$ cat config.mk
export PLATFORM = sky130hd
export DESIGN_NAME = array_seq_ctrl
export DESIGN_NICKNAME = d
export VERILOG_FILES = /design/src/rtl/array_seq_ctrl.sv
export SDC_FILE = /design/constraint.sdc
export NUM_CORES = 1
export LEC_CHECK = 0
export CAP_MARGIN = 0
export CORE_ASPECT_RATIO = 0.6
export CORE_MARGIN = 2
export CORE_UTILIZATION = 45
export DETAILED_ROUTE_END_ITERATION = 6
export PLACE_DENSITY_LB_ADDON = 0.05
export RECOVER_POWER = 100
export SLEW_MARGIN = 20
export SYNTH_ARGS = -nofsm -noshare
export SYNTH_HDL_FRONTEND = slang
export SYNTH_SLANG_ARGS = --single-unit
$ cat constraint.sdc
create_clock -name clk -period 4.9 [get_ports clk]
set_input_delay 1.47 -clock clk [delete_from_list [all_inputs] [get_ports clk]]
set_output_delay 1.47 -clock clk [all_outputs]
set_load 0.01 [all_outputs]
$ cat src/rtl/array_seq_ctrl.sv
// Pass sequencer for the systolic MAC-tile array: drives mode/inst_w/accum_limit
// and the FIFO strobes for one weight-stationary or output-stationary pass per start.
module array_seq_ctrl #(
  parameter int row    = 8,
  parameter int col    = 8,
  parameter int cnt_bw = 8
) (
  input  logic              clk,
  input  logic              reset,
  input  logic              start,
  input  logic              mode_in,
  input  logic [cnt_bw-1:0] len,
  output logic              mode,
  output logic [1:0]        inst_w,
  output logic [3:0]        accum_limit,
  output logic              l0_rd,
  output logic              w_rd,
  output logic              ofifo_wr,
  output logic              busy,
  output logic              done,
  output logic              err
);

  localparam logic [2:0] S_IDLE     = 3'd0;
  localparam logic [2:0] S_KLOAD    = 3'd1;
  localparam logic [2:0] S_KWAIT    = 3'd2;
  localparam logic [2:0] S_EXEC     = 3'd3;
  localparam logic [2:0] S_DRAIN    = 3'd4;
  localparam logic [2:0] S_OS_RUN   = 3'd5;
  localparam logic [2:0] S_OS_DRAIN = 3'd6;
  localparam logic [2:0] S_FIN      = 3'd7;

  localparam logic [cnt_bw-1:0] ROW_LAST   = cnt_bw'(row - 1);
  localparam logic [cnt_bw-1:0] COL_LAST   = cnt_bw'(col - 1);
  localparam logic [cnt_bw-1:0] DRAIN_LAST = cnt_bw'(row + col - 2);
  localparam logic [cnt_bw-1:0] OS_LEN_MAX = cnt_bw'(16);
  localparam logic [cnt_bw-1:0] CNT_ONE    = cnt_bw'(1);

  // Offset counter spans EXEC plus DRAIN, so it needs headroom beyond len.
  localparam int OFF_W = cnt_bw + 1 + $clog2(row + col + 1);
  localparam logic [OFF_W-1:0] ROW_OFF = OFF_W'(row);

  logic [2:0]        state_reg, state_next;
  logic [cnt_bw-1:0] cnt_reg, cnt_next;
  logic [cnt_bw-1:0] len_reg, len_next;
  logic [OFF_W-1:0]  off_reg, off_next;
  logic              mode_reg, mode_next;
  logic [3:0]        acc_reg, acc_next;
  logic [1:0]        inst_w_reg, inst_w_next;
  logic              l0_rd_reg, l0_rd_next;
  logic              w_rd_reg, w_rd_next;
  logic              ofifo_wr_reg, ofifo_wr_next;
  logic              busy_reg, busy_next;
  logic              done_reg, done_next;
  logic              err_reg, err_next;
  logic              wsout_next;

  always_comb begin
    state_next = state_reg;
    cnt_next   = cnt_reg + CNT_ONE;
    len_next   = len_reg;
    mode_next  = mode_reg;
    acc_next   = acc_reg;
    err_next   = 1'b0;
    case (state_reg)
      S_IDLE: begin
        cnt_next = '0;
        if (start) begin
          if (len == '0 || (mode_in && len > OS_LEN_MAX)) begin
            err_next = 1'b1;
          end else begin
            mode_next = mode_in;
            len_next  = len;
            if (mode_in) begin
              acc_next   = len[3:0] - 4'd1;
              state_next = S_OS_RUN;
            end else begin
              state_next = S_KLOAD;
            end
          end
        end
      end
      S_KLOAD: if (cnt_reg == ROW_LAST) begin
        state_next = S_KWAIT;
        cnt_next   = '0;
      end
      S_KWAIT: if (cnt_reg == COL_LAST) begin
        state_next = S_EXEC;
        cnt_next   = '0;
      end
      S_EXEC: if (cnt_reg == len_reg - CNT_ONE) begin
        state_next = S_DRAIN;
        cnt_next   = '0;
      end
      S_DRAIN, S_OS_DRAIN: if (cnt_reg == DRAIN_LAST) begin
        state_next = S_FIN;
        cnt_next   = '0;
      end
      S_OS_RUN: if (cnt_reg == len_reg - CNT_ONE) begin
        state_next = S_OS_DRAIN;
        cnt_next   = '0;
      end
      default: begin
        state_next = S_IDLE;
        cnt_next   = '0;
      end
    endcase
  end

  // Outputs are decoded from the next state so they appear registered with it.
  always_comb begin
    wsout_next = (state_next == S_EXEC) || (state_next == S_DRAIN);
    off_next   = '0;
    if (wsout_next && ((state_reg == S_EXEC) || (state_reg == S_DRAIN)))
      off_next = off_reg + OFF_W'(1);
    ofifo_wr_next = wsout_next && (off_next >= ROW_OFF) &&
                    (off_next < ROW_OFF + OFF_W'(len_reg));
    inst_w_next = 2'b00;
    if (state_next == S_KLOAD)
      inst_w_next = 2'b01;
    else if (state_next == S_EXEC || state_next == S_OS_RUN)
      inst_w_next = 2'b10;
    l0_rd_next = (state_next == S_KLOAD) || (state_next == S_EXEC) ||
                 (state_next == S_OS_RUN);
    w_rd_next  = (state_next == S_OS_RUN);
    busy_next  = (state_next != S_IDLE);
    done_next  = (state_next == S_FIN);
  end

  always_ff @(posedge clk) begin
    if (reset) begin
      state_reg    <= S_IDLE;
      cnt_reg      <= '0;
      len_reg      <= '0;
      off_reg      <= '0;
      mode_reg     <= 1'b0;
      acc_reg      <= 4'd0;
      inst_w_reg   <= 2'b00;
      l0_rd_reg    <= 1'b0;
      w_rd_reg     <= 1'b0;
      ofifo_wr_reg <= 1'b0;
      busy_reg     <= 1'b0;
      done_reg     <= 1'b0;
      err_reg      <= 1'b0;
    end else begin
      state_reg    <= state_next;
      cnt_reg      <= cnt_next;
      len_reg      <= len_next;
      off_reg      <= off_next;
      mode_reg     <= mode_next;
      acc_reg      <= acc_next;
      inst_w_reg   <= inst_w_next;
      l0_rd_reg    <= l0_rd_next;
      w_rd_reg     <= w_rd_next;
      ofifo_wr_reg <= ofifo_wr_next;
      busy_reg     <= busy_next;
      done_reg     <= done_next;
      err_reg      <= err_next;
    end
  end

  assign mode        = mode_reg;
  assign inst_w      = inst_w_reg;
  assign accum_limit = acc_reg;
  assign l0_rd       = l0_rd_reg;
  assign w_rd        = w_rd_reg;
  assign ofifo_wr    = ofifo_wr_reg;
  assign busy        = busy_reg;
  assign done        = done_reg;
  assign err         = err_reg;

endmodule

==> flow_metrics.tcl <==
set metrics [dict create \
    r2r_cells 17 \
    area_growth_syn_to_layout_pct 20.5 \
    whs_endpoint "mode$_SDFFE_PP0P_" \
    synthCells 322 \
    switching_share 0.241 \
    ioPinCount 25 \
    drive_gt1_frac 0.101 \
    dieArea_mm2 0.00657 \
    critPathKind "in2reg" \
    htreeDepth 2 \
    hold_depth 2 \
    fin_nets 385 \
    die_y_um 63.6 \
    p_sw_uw 191 \
    r2r-end "ofifo_wr$_SDFF_PP0_" \
    yosys-top-cells-count "nor2_1 (54), dfxtp_1 (46), a21oi_1 (19), xnor2_1 (19), nand2_1 (18)" \
    synth.largest_area_cell "dfxtp_1" \
    cp_max_fo 2 \
    netlist_area_mm2 0.00266 \
    first_pass_iters 4 \
    grt_usage 0.196 \
    cts_tree "built" \
    post-route-period-util 0.936 \
    cts_sinks 46 \
    ys_async_sr_fraction 0 \
    grt_antenna_before_repair 0 \
    antenna_cells 0 \
    gp_congestion 0.846 \
    yosysWarnings 0 \
    ys_seq_area_frac 0.346 \
    grt_pass1_vias 2043 \
    final_util 0.568 \
    power_frac_seq 0.499 \
    required_ns 5.11 \
    pre_cts_slack_ns -0.482 \
    drt_iter0_markers 99 \
    hp-class "reg2reg" \
    synth_area_per_cell_um2 8.27 \
    final.setup_skew_ns 0.00511 \
    relSlewSlack 0.325 \
    pwr-share-comb 0.134 \
    fillers 535 \
    finalPower_uw 791 \
    core_area_mm2 0.00565 \
    powerDensity_mw_per_mm2 247 \
    critPathLaunchType "primary input" \
    drc 0 \
    cts_buffers 5 \
    synth.most_common_cell "nor2_1" \
    syn_nets 349 \
    antenna_left 0 \
    post-route-min-period_ns 4.59 \
    rrSetupSlack_ns 0.93 \
    worstReg2RegStart "len_reg[0]$_SDFFE_PP0P_" \
    maxCapViolCount 0 \
    setup_violations 0 \
    rsz0062_at_grt "false" \
    synth_cell_type_count 56 \
    largest_reg_flops 14 \
    critPathCaptureType "flop" \
    wl_mm 5.77 \
    grt_max_degree 25 \
    worst_slack_ns 0.314 \
    io_buffers 24 \
    rows 21 \
    routed_via_density 5.16 \
    grt_pass1_wl_mm 10.0 \
    dp_hpwl_mm 4.34 \
    ctsRootBufferMaster "clkbuf_8" \
    p_int_uw 600 \
    grt-ovfl-total 0 \
    outcome "completed" \
    peakVddDrop_v 0.000124 \
    clkTransAtPathRegs_ns 0.09 \
    num_vias 2261 \
    finalHoldViolations 0 \
    final_max_slew_viol_count 0 \
    hold_start "mode$_SDFFE_PP0P_" \
    clkPwrFrac 0.367 \
    clock_latency_ns 0.29 \
    synth-seq-cells 46 \
    ys_top_cells_by_area "dfxtp_1 (35%), nor2_1 (7.6%), ha_1 (7.0%), xnor2_1 (6.3%), xor2_1 (5.6%)" \
    die_w_um 103 \
    hold_slack_ns 0.462 \
    synth_edf_count 0 \
    start_util 0.471 \
    clock.fmax_mhz 218 \
    cts_buffer_depth 2 \
    arrival_ns 4.79 \
    synth_flop_cell "dfxtp_1" \
    yosysTopAreaCellShare 0.346 \
    p_leak_uw 0.00129 \
    tightest_slew_ns 1.01 \
    drt-wirelength-per-cell_um 13.2 \
]
-- cell families after synthesis --
kind of cell,count (synthesis),share of synthesized area
xor+xnor,36,0.118
flops,46,0.346
mux,6,0.0226
compound gates,56,0.143
fa+ha+maj,15,0.0705
buf+inv,29,0.0461
simple gates,134,0.253
-- stage by stage --
step                      cell area [um2]  instances  TNS, ns
after CTS                            3190        437        0
after floorplan                      2660        322        0
final                                3210        438        0
after global routing                 3210        438        0
after detailed placement             3070        430   -0.482
after global placement               3070        430   -0.407
-- per-layer routing --
| layer | part of all wire | vias up | GRT usage |
|---|---|---|---|
| met4 | 0.0066 | 0 | 0.0395 |
| li1 | - | 1181 | - |
| met1 | 0.59 | 1023 | 0.334 |
| met3 | 0.053 | 4 | 0.0466 |
| met5 | 0 | - | 0 |
| met2 | 0.35 | 53 | 0.237 |
-- placed cells by master (no fill, tap or decap), types with 13 or more instances in the layout --
master | netlist | final
buf_4 | 1 | 13
nand2_1 | 18 | 18
a21oi_1 | 19 | 19
dlygate4sd3_1 | 0 | 14
ha_1 | 15 | 15
nand3_1 | 13 | 13
dfxtp_1 | 46 | 46
nor2_1 | 54 | 54
inv_1 | 16 | 15
xor2_1 | 17 | 17
xnor2_1 | 19 | 19
-- area by class of cell --
class / instances / area, um2 / area share
well taps: 80 / 100 / 0.0312
clock inverters: 1 / 30.0 / 0.00936
inverters: 16 / 60.1 / 0.0187
clock buffers: 6 / 82.6 / 0.0257
repair buffers: 42 / 365 / 0.114
flip-flops and latches: 46 / 921 / 0.287
multi-input cells: 247 / 1650 / 0.514
-- how the worst max path moves through the flow --
stage               cells past startpoint  slack, ns   start                  end
floorplan                              18       0.17  len[0]  ofifo_wr$_SDFF_PP0_
global placement                       18      -0.41  len[0]  ofifo_wr$_SDFF_PP0_
detailed placement                     18      -0.48  len[0]  ofifo_wr$_SDFF_PP0_
CTS                                    18       0.02  len[0]  ofifo_wr$_SDFF_PP0_
global route                           17       0.07  len[5]  ofifo_wr$_SDFF_PP0_
finish                                 17       0.31  len[5]  ofifo_wr$_SDFF_PP0_
-- timing repair --
item | in CTS | in global routing
resized for setup | 2 | 8
pin swaps | 0 | 4
hold endpoints to repair | 0 | 0
hold buffers | 0 | 0
setup buffers | 0 | 1
setup endpoints to repair | 1 | 1
-- critical path, stage by stage --
cell and delay (ns):
clkdlybuf4s50_1 0.42, nor3_1 0.19, clkbuf_1 0.17, o21ai_0 0.14
a221o_1 0.34, o221ai_2 0.08, a21oi_2 0.06, or3_4 0.34
a211oi_2 0.18, ha_1 0.25, a21boi_0 0.12, o21a_1 0.19
o21a_1 0.16, o21a_1 0.17, o21a_1 0.17, o2111ai_1 0.16
nor4bb_1 0.20
-- power groups by stage --
stage / sequential (uW) / combinational (uW) / clock, uW
after global placement: 404 / 106 / 0
final: 395 / 106 / 290
after floorplan: 402 / 64.9 / 0
after global routing: 397 / 119 / 314
after CTS: 395 / 109 / 298
after detailed placement: 404 / 107 / 0
(Power assumes the default switching activity.)
